<file path="src/rtl/apb_coef_pkg.sv">
// rtl/apb_coef_pkg.sv - shared state, strobe and address helpers for apb_coef_loader
// COEF_READBACK_VERIFY_EN adds the readback states.
package apb_coef_pkg;

  localparam logic [3:0] STRB_ALL  = 4'b1111;
  localparam logic [3:0] STRB_NONE = 4'b0000;

  typedef enum logic [3:0] {
    S_IDLE,
    S_FETCH,
    S_MEMWAIT,
    S_SETUP,
    S_ACCESS,
    S_GAP,
    S_DONE
`ifdef COEF_READBACK_VERIFY_EN
    , S_RB_SETUP
    , S_RB_ACCESS
`endif
  } state_t;

  // Wide arithmetic; callers truncate to their address width, which gives the wrap.
  function automatic logic [63:0] apb_addr(input logic [63:0] base,
                                           input logic [63:0] idx,
                                           input logic [63:0] stride);
    return base + idx * stride;
  endfunction

endpackage

</file>
<file path="src/rtl/apb_master_port.sv">
// rtl/apb_master_port.sv - APB SETUP/ACCESS phase engine; a request accepted back-to-back on ack.
module apb_master_port
  import apb_coef_pkg::*;
#(
  parameter int ADDR_W = 32,
  parameter int DATA_W = 32
) (
  input  logic              clk,
  input  logic              rst,
  input  logic              req,
  input  logic              write,
  input  logic [ADDR_W-1:0] addr,
  input  logic [DATA_W-1:0] wdata,
  output logic              ack,
  output logic [DATA_W-1:0] rdata,
  output logic              p_sel,
  output logic              p_ce,
  output logic              p_we,
  output logic [3:0]        p_strb,
  output logic [ADDR_W-1:0] p_addr,
  output logic [DATA_W-1:0] p_wdata,
  input  logic              p_rdy,
  input  logic [DATA_W-1:0] p_rdata
);

  assign ack   = p_sel & p_ce & p_rdy;
  assign rdata = p_rdata;

  // p_sel/p_ce double as the phase state: setup = sel & !ce, access = sel & ce.
  always_ff @(posedge clk) begin
    if (rst) begin
      p_sel   <= 1'b0;
      p_ce    <= 1'b0;
      p_we    <= 1'b0;
      p_strb  <= STRB_NONE;
      p_addr  <= '0;
      p_wdata <= '0;
    end else if (p_sel && !p_ce) begin
      p_ce <= 1'b1;
    end else if (req && (!p_sel || ack)) begin
      p_sel   <= 1'b1;
      p_ce    <= 1'b0;
      p_we    <= write;
      p_strb  <= write ? STRB_ALL : STRB_NONE;
      p_addr  <= addr;
      p_wdata <= write ? wdata : '0;
    end else if (ack) begin
      p_sel   <= 1'b0;
      p_ce    <= 1'b0;
      p_we    <= 1'b0;
      p_strb  <= STRB_NONE;
      p_addr  <= '0;
      p_wdata <= '0;
    end
  end

endmodule

</file>
<file path="src/rtl/apb_coef_loader.sv">
// rtl/apb_coef_loader.sv - streams coefficient memory words into consecutive APB registers
// COEF_READBACK_VERIFY_EN adds a readback compare after every write.
module apb_coef_loader
  import apb_coef_pkg::*;
#(
  parameter int ADDR_W      = 32,
  parameter int DATA_W      = 32,
  parameter int IDX_W       = 8,
  parameter int ADDR_STRIDE = 1,
  parameter int GAP_CYCLES  = 2
) (
  input  logic              clk,
  input  logic              rst,
  input  logic              start,
  input  logic [ADDR_W-1:0] base_addr,
  input  logic [IDX_W:0]    word_count,
  output logic              busy,
  output logic              done,
  output logic              err,
  output logic [IDX_W-1:0]  err_index,
  output logic              mem_rd_en,
  output logic [IDX_W-1:0]  mem_addr,
  input  logic [DATA_W-1:0] mem_rdata,
  output logic              p_sel,
  output logic              p_ce,
  output logic              p_we,
  output logic [3:0]        p_strb,
  output logic [ADDR_W-1:0] p_addr,
  output logic [DATA_W-1:0] p_wdata,
  input  logic              p_rdy,
  input  logic [DATA_W-1:0] p_rdata
);

  localparam logic [3:0] GAP_LOAD = (GAP_CYCLES > 0) ? 4'(GAP_CYCLES - 1) : 4'd0;

  state_t            state;
  logic [IDX_W:0]    idx;
  logic [IDX_W:0]    count_q;
  logic [IDX_W:0]    idx_inc;
  logic [ADDR_W-1:0] base_q;
  logic [ADDR_W-1:0] cur_addr;
  logic [3:0]        gap_cnt;
  logic              req;
  logic              req_write;
  logic              ack;
  logic [DATA_W-1:0] rdata;
  logic              xfer_end;
  logic              word_end;

  assign cur_addr  = ADDR_W'(apb_addr(64'(base_q), 64'(idx), 64'(ADDR_STRIDE)));
  assign idx_inc   = idx + 1'b1;
  assign req_write = (state == S_MEMWAIT);

`ifdef COEF_READBACK_VERIFY_EN
  // The readback request is queued during the write access so it starts on the ack edge.
  assign req      = (state == S_MEMWAIT) || (state == S_ACCESS);
  assign xfer_end = (state == S_RB_ACCESS) && ack;
`else
  assign req      = (state == S_MEMWAIT);
  assign xfer_end = (state == S_ACCESS) && ack;
`endif

  assign word_end = (GAP_CYCLES == 0) ? xfer_end : ((state == S_GAP) && (gap_cnt == 4'd0));

  apb_master_port #(
    .ADDR_W(ADDR_W),
    .DATA_W(DATA_W)
  ) u_port (
    .clk    (clk),
    .rst    (rst),
    .req    (req),
    .write  (req_write),
    .addr   (cur_addr),
    .wdata  (mem_rdata),
    .ack    (ack),
    .rdata  (rdata),
    .p_sel  (p_sel),
    .p_ce   (p_ce),
    .p_we   (p_we),
    .p_strb (p_strb),
    .p_addr (p_addr),
    .p_wdata(p_wdata),
    .p_rdy  (p_rdy),
    .p_rdata(p_rdata)
  );

  always_ff @(posedge clk) begin
    if (rst) begin
      state     <= S_IDLE;
      idx       <= '0;
      count_q   <= '0;
      base_q    <= '0;
      gap_cnt   <= '0;
      busy      <= 1'b0;
      done      <= 1'b0;
      mem_rd_en <= 1'b0;
      mem_addr  <= '0;
    end else begin
      mem_rd_en <= 1'b0;
      done      <= 1'b0;
      case (state)
        S_IDLE: begin
          if (start) begin
            base_q  <= base_addr;
            count_q <= word_count;
            idx     <= '0;
            busy    <= 1'b1;
            if (word_count == '0) begin
              state <= S_DONE;
              done  <= 1'b1;
            end else begin
              state     <= S_FETCH;
              mem_rd_en <= 1'b1;
              mem_addr  <= '0;
            end
          end
        end
        S_FETCH:   state <= S_MEMWAIT;
        S_MEMWAIT: state <= S_SETUP;
        S_SETUP:   state <= S_ACCESS;
`ifdef COEF_READBACK_VERIFY_EN
        S_ACCESS:    if (ack) state <= S_RB_SETUP;
        S_RB_SETUP:  state <= S_RB_ACCESS;
        S_RB_ACCESS: if (ack) state <= S_GAP;
`else
        S_ACCESS:    if (ack) state <= S_GAP;
`endif
        S_GAP:     if (gap_cnt != 4'd0) gap_cnt <= gap_cnt - 4'd1;
        S_DONE: begin
          busy  <= 1'b0;
          state <= S_IDLE;
        end
        default:   state <= S_IDLE;
      endcase
      if (xfer_end) gap_cnt <= GAP_LOAD;
      // Word bookkeeping overrides the per-state transition at the end of each word.
      if (word_end) begin
        idx <= idx_inc;
        if (idx_inc == count_q) begin
          state <= S_DONE;
          done  <= 1'b1;
        end else begin
          state     <= S_FETCH;
          mem_rd_en <= 1'b1;
          mem_addr  <= idx_inc[IDX_W-1:0];
        end
      end
    end
  end

`ifdef COEF_READBACK_VERIFY_EN
  logic [DATA_W-1:0] wdata_q;

  always_ff @(posedge clk) begin
    if (rst) begin
      err       <= 1'b0;
      err_index <= '0;
      wdata_q   <= '0;
    end else begin
      if (state == S_MEMWAIT) wdata_q <= mem_rdata;
      if (state == S_IDLE && start) begin
        err       <= 1'b0;
        err_index <= '0;
      end else if (state == S_RB_ACCESS && ack && rdata != wdata_q && !err) begin
        err       <= 1'b1;
        err_index <= idx[IDX_W-1:0];
      end
    end
  end
`else
  logic unused_rdata;
  assign unused_rdata = ^rdata;
  assign err          = 1'b0;
  assign err_index    = '0;
`endif

endmodule

</file>
<file path="config.mk">
export PLATFORM = sky130hd
export DESIGN_NAME = apb_coef_loader
export DESIGN_NICKNAME = d
export VERILOG_FILES = /design/src/rtl/apb_coef_pkg.sv /design/src/rtl/apb_master_port.sv /design/src/rtl/apb_coef_loader.sv
export SDC_FILE = /design/constraint.sdc
export NUM_CORES = 1
export LEC_CHECK = 0
export ABC_AREA = 1
export CAP_MARGIN = 20
export CORE_MARGIN = 5
export CORE_UTILIZATION = 49
export DETAILED_ROUTE_END_ITERATION = 7
export PLACE_DENSITY = 0.84
export REMOVE_ABC_BUFFERS = 1
export SYNTH_ARGS = -nofsm -noshare
export SYNTH_HDL_FRONTEND = slang
export SYNTH_HIERARCHICAL = 1
export SYNTH_SLANG_ARGS = --single-unit
</file>
<file path="constraint.sdc">
create_clock -name clk -period 2.7 [get_ports clk]
set_input_delay 0.405 -clock clk [delete_from_list [all_inputs] [get_ports clk]]
set_output_delay 0.405 -clock clk [all_outputs]
set_load 0.05 [all_outputs]
</file>
; Word level (Yosys, flattened, before mapping)
; Index checks and enable logic that the tools add are counted.
[totals]
reg_bits = 140
inputBits = 109
out_inout_bits = 91
elab_cells = 100
[classes]
addsub = 3
eq_ne = 11
n_mux = 41
bitwise = 3
n_reduce_logical = 26
[ops]
columns = op, count
row1 = 2-to-1 mux 32 bit, 4
row2 = 2-to-1 mux 8 bit, 5
row3 = adder 32 x 9 -> 32 bit, 1
row4 = 2-to-1 mux 9 bit, 3
row5 = 2-to-1 mux 4 bit, 6
row6 = one-hot mux 4 bit (6 select lines), 1
row7 = 2-to-1 mux 1 bit, 19
row8 = "== test 4 x 3 -> 1 bit, second input constant", 3
row9 = AND reduction 2 bit, 6
row10 = nonzero test 2 bit, 6
row11 = "adder 9 x 1 -> 9 bit, second input constant", 1
row12 = == test 9 bit, 1
row13 = zero test 9 bit, 1
row14 = "== test 4 x 2 -> 1 bit, second input constant", 2
row15 = zero test 4 bit, 2
row16 = 2-to-1 mux 3 bit, 2
row17 = "inequality test 3 bit, second input constant", 2
row18 = "== test 4 x 1 -> 1 bit, second input constant", 1
row19 = logical AND 1 bit, 4
row20 = "inequality test 2 bit, second input constant", 2
row21 = nonzero test 4 bit, 1
row22 = "subtractor 4 x 1 -> 4 bit, second input constant", 1
row23 = AND reduction 3 bit, 1
row24 = nonzero test 3 bit, 1
row25 = other kinds (6), 8

; Depth between registers and ports, before layout
[depth]
ltp_word = 6
ltp_mapped = 14
mapped_depth_nobuf = 13

; Hierarchy
; Netlist, hierarchy kept.
[by_module_without_submodules]
columns = module, n_inst, cells_per_inst, area_each_um2, seq_area_each_um2
row1 = apb_coef_loader, 1, 578, 4015.1, 1361.3
row2 = apb_master_port, 1, 412, 3113.0, 1341.3

; Least setup slack after synthesis
; No wires, ideal clock.
[synth_path]
kind = register to register
start = reg idx[0]
end = reg u_port.p_addr[24]
setup_time_ps = 116
arrival_ps = 2208
required_ps = 2584
setup_slack_ps = 376
stages_incl_launch_ff = 14
n_path_buf = 0
period_less_slack_ps = 2324
path_cell_list = dfxtp_1 -> ha_1 -> inv_1 -> fa_1 -> inv_1 -> nand3_1 -> nand2_1 -> a21oi_1 -> o21ai_1 -> nor2b_1 -> nand3_1 -> xor2_1 -> nand4_1 -> nand2_1
[synth_between]
elab_chain_len = 2
[synth_rtl]
columns = item, line
row1 = start: declaration, apb_coef_loader.sv:37  ; logic [IDX_W:0] idx;
row2 = start signal: assignment, apb_coef_loader.sv:138  ; idx <= idx_inc;
row3 = adder 32 x 9 -> 32 bit, apb_coef_pkg.sv:26  ; return base + idx * stride;
row4 = net cur_addr[24], apb_coef_loader.sv:41  ; logic [ADDR_W-1:0] cur_addr;
row5 = 2-to-1 mux 32 bit, apb_master_port.sv:40  ; end else if (req && (!p_sel || ack)) begin
row6 = end signal: assignment, apb_master_port.sv:45  ; p_addr <= addr;
row7 = end: declaration, apb_master_port.sv:20  ; output logic [ADDR_W-1:0] p_addr,
; The timed path passes the listed nets, and every way through them passes these cells.
; A chain may end at the register's enable or synchronous reset.

; Worst setup path in the final report
[layout_path]
start = reg idx[0]
end = reg u_port.p_addr[28]
; Same word-level chain as after synthesis.

==> metrics.cfg <==
[cts]
cts_root_buffer=clkbuf_16
cts_tree=done
numCtsBuffers=17
ctsHtreeMaxLevel=4
cts_sinks=135
insertion_delay_ps=420
post_cts.repair.setup_buffers=0
ctsLongestPathBuffers=2
path_clk_slew_ps=60

[detailed_routing]
ant_nets=0
wirelength_mm=19.1
vias_per_cell=5.35
dr.pass1.iters=5
drt_iter0_drc=521
routedWlPerCell_um=14.9
via_count=6858
drc=0

[worst_setup_path]
r2r_start=idx[0]
r2r_slack_ps=210
crit_path_end_kind=register
critical_path_arrival_ps=2800
path_max_fanout=5
r2r_cells=14
cp.required_ps=3010
path_cells=ha_1, inv_1, fa_1, inv_1, nand3_1, nand2_1, a21oi_1, o21ai_2, nor2b_1, buf_4, nand3_1, xor2_1, nand4_1, nand2_1
crit_type=reg2reg
r2r-end=u_port/p_addr[28]
slowest_delay_ps=420
critPathSlowestCell=fa_1
start_kind=register

[global_routing]
grt_max_degree=99
grt_pass1_wl_mm=30.3
grt_overflow=0
grt_usage_pct=22.5
antenna_found_initial=0
grt_pass1_vias=6362

[power_and_ir_drop]
leakagePower_nw=3.87
power_density_nw_per_um2=706
clock_power_share_pct=31.9
p_int_mw=4.02
p_sw_share_pct=36.5
comb_power_share_pct=29.6
power_mw=6.34
p_seq_share_pct=38.5
power_switching_mw=2.31
ir_drop_mv=0.938

[cells_and_area]
antennaDiodeCount=0
layout.cells.most_common_list=226 x nand2_1, 157 x clkdlybuf4s50_1, 135 x dfxtp_1, 102 x nand4_1, 101 x inv_1
area_growth_pct=30.3
design_area_um2=8970
final_common_cell=nand2_1
finalNetCount=1210
drive_gt1_share_pct=7.18

[sta]
period_minus_slack_ps=2490
finalHoldViolations=0
fmax_ghz=0.402
finalCritPeriodShare_pct=92.1
final-setup-viol-count=0
max_slew.worst_pin.slew_ps=741
rsz0062_at_grt=no
fin_skew_ps=6.81
setup_slack_ps=213
timing.slew.headroom_pct=50.5
maxSlewViolCount=0

[synth]
synth.avg_cell_area_um2=7.19
yosys_warnings=6
synth_cells=958
syn_area_um2=6890

[hold_path]
holdPathStages=2
worstHoldStart=u_port/p_wdata[16]
min_to=u_port/p_wdata[16]
worstHoldPathType=reg2reg

[place]
place_worst_setup_slack_ps=239
dp_hpwl_mm=13.2
dpl-instance-area_um2=8460
routabilityCongestion=0.925
io_buffers=158

[run_status]
status=finished clean

[die]
core_um2=13800
die_area_um2=16500
die_w_um=129
die_y_um=129
ios=200
rows=43
initial_core_util_pct=49.8

[flow_run]
drv_cap=0

-- flip-flops by register name, indices dropped and copies added (netlist names) --
signal and flops:
base_q 32, busy 1, count_q 9, done 1
gap_cnt 4, idx 9, mem_addr 8, mem_rd_en 1
state 3, u_port/p_addr 32, u_port/p_ce 1, u_port/p_sel 1
u_port/p_strb 1, u_port/p_wdata 32
-- power by group through the flow --
stage	combinational [mW]	clock (mW)	sequential, mW
global placement	1.82	0	2.47
detailed placement	1.86	0	2.48
floorplan	1.01	0	2.67
global route	2.06	2.15	2.47
finish	1.87	2.02	2.44
CTS	1.87	2.05	2.44
-- area by class of cell --
class	count	area, um^2
fill	1178	4850
multi-input combinational	660	3450
sequential	135	2700
timing repair buffer	171	1700
clock buffer	22	454
inverter	103	387
tap	180	225
clock inverter	10	56.3
-- worst max-delay path by stage --
stage / start / to / depth (start not counted)
floorplan: state[1] / u_port/p_strb[2] / 6
global placement: idx[0] / u_port/p_addr[28] / 14
detailed placement: idx[0] / u_port/p_addr[28] / 14
CTS: idx[0] / u_port/p_addr[28] / 14
global route: idx[0] / u_port/p_addr[30] / 14
finish: idx[0] / u_port/p_addr[28] / 14
-- stage by stage --
stage / setup TNS (ps) / util (%) / std cells / hold WS, ps
6_report: 0 / 64.9 / 1281 / 465
3_3_place_gp: 0 / 61.2 / 1249 / 455
2_1_floorplan: -76060 / - / 898 / 443
4_1_cts: 0 / 64.9 / 1281 / 466
3_5_place_dp: 0 / 61.2 / 1249 / 457
5_1_grt: 0 / 64.9 / 1281 / 481
-- critical path: cells and delay by family, from the launching register on --
kind	cells	cell delay, ps
adder cells (fa/ha/maj)	2	630
AND/OR/NAND/NOR	6	570
flip-flops	1	400
AO/OA/AOI/OAI	2	320
buffers and inverters	3	310
XOR/XNOR	1	160
-- what timing repair did --
action	CTS	global route
resized for setup	0	1
hold endpoints to repair	0	0
endpoints found under the setup margin	0	3
hold buffers	0	0
-- metal layers --
metal / wire length (um) / track usage [%]
met1: 8480 / 29.8
met3: 1380 / 4.52
met4: 261 / 7.35
met5: 0 / 0
met2: 8940 / 37.1
Power figures use the tool's default switching activity.
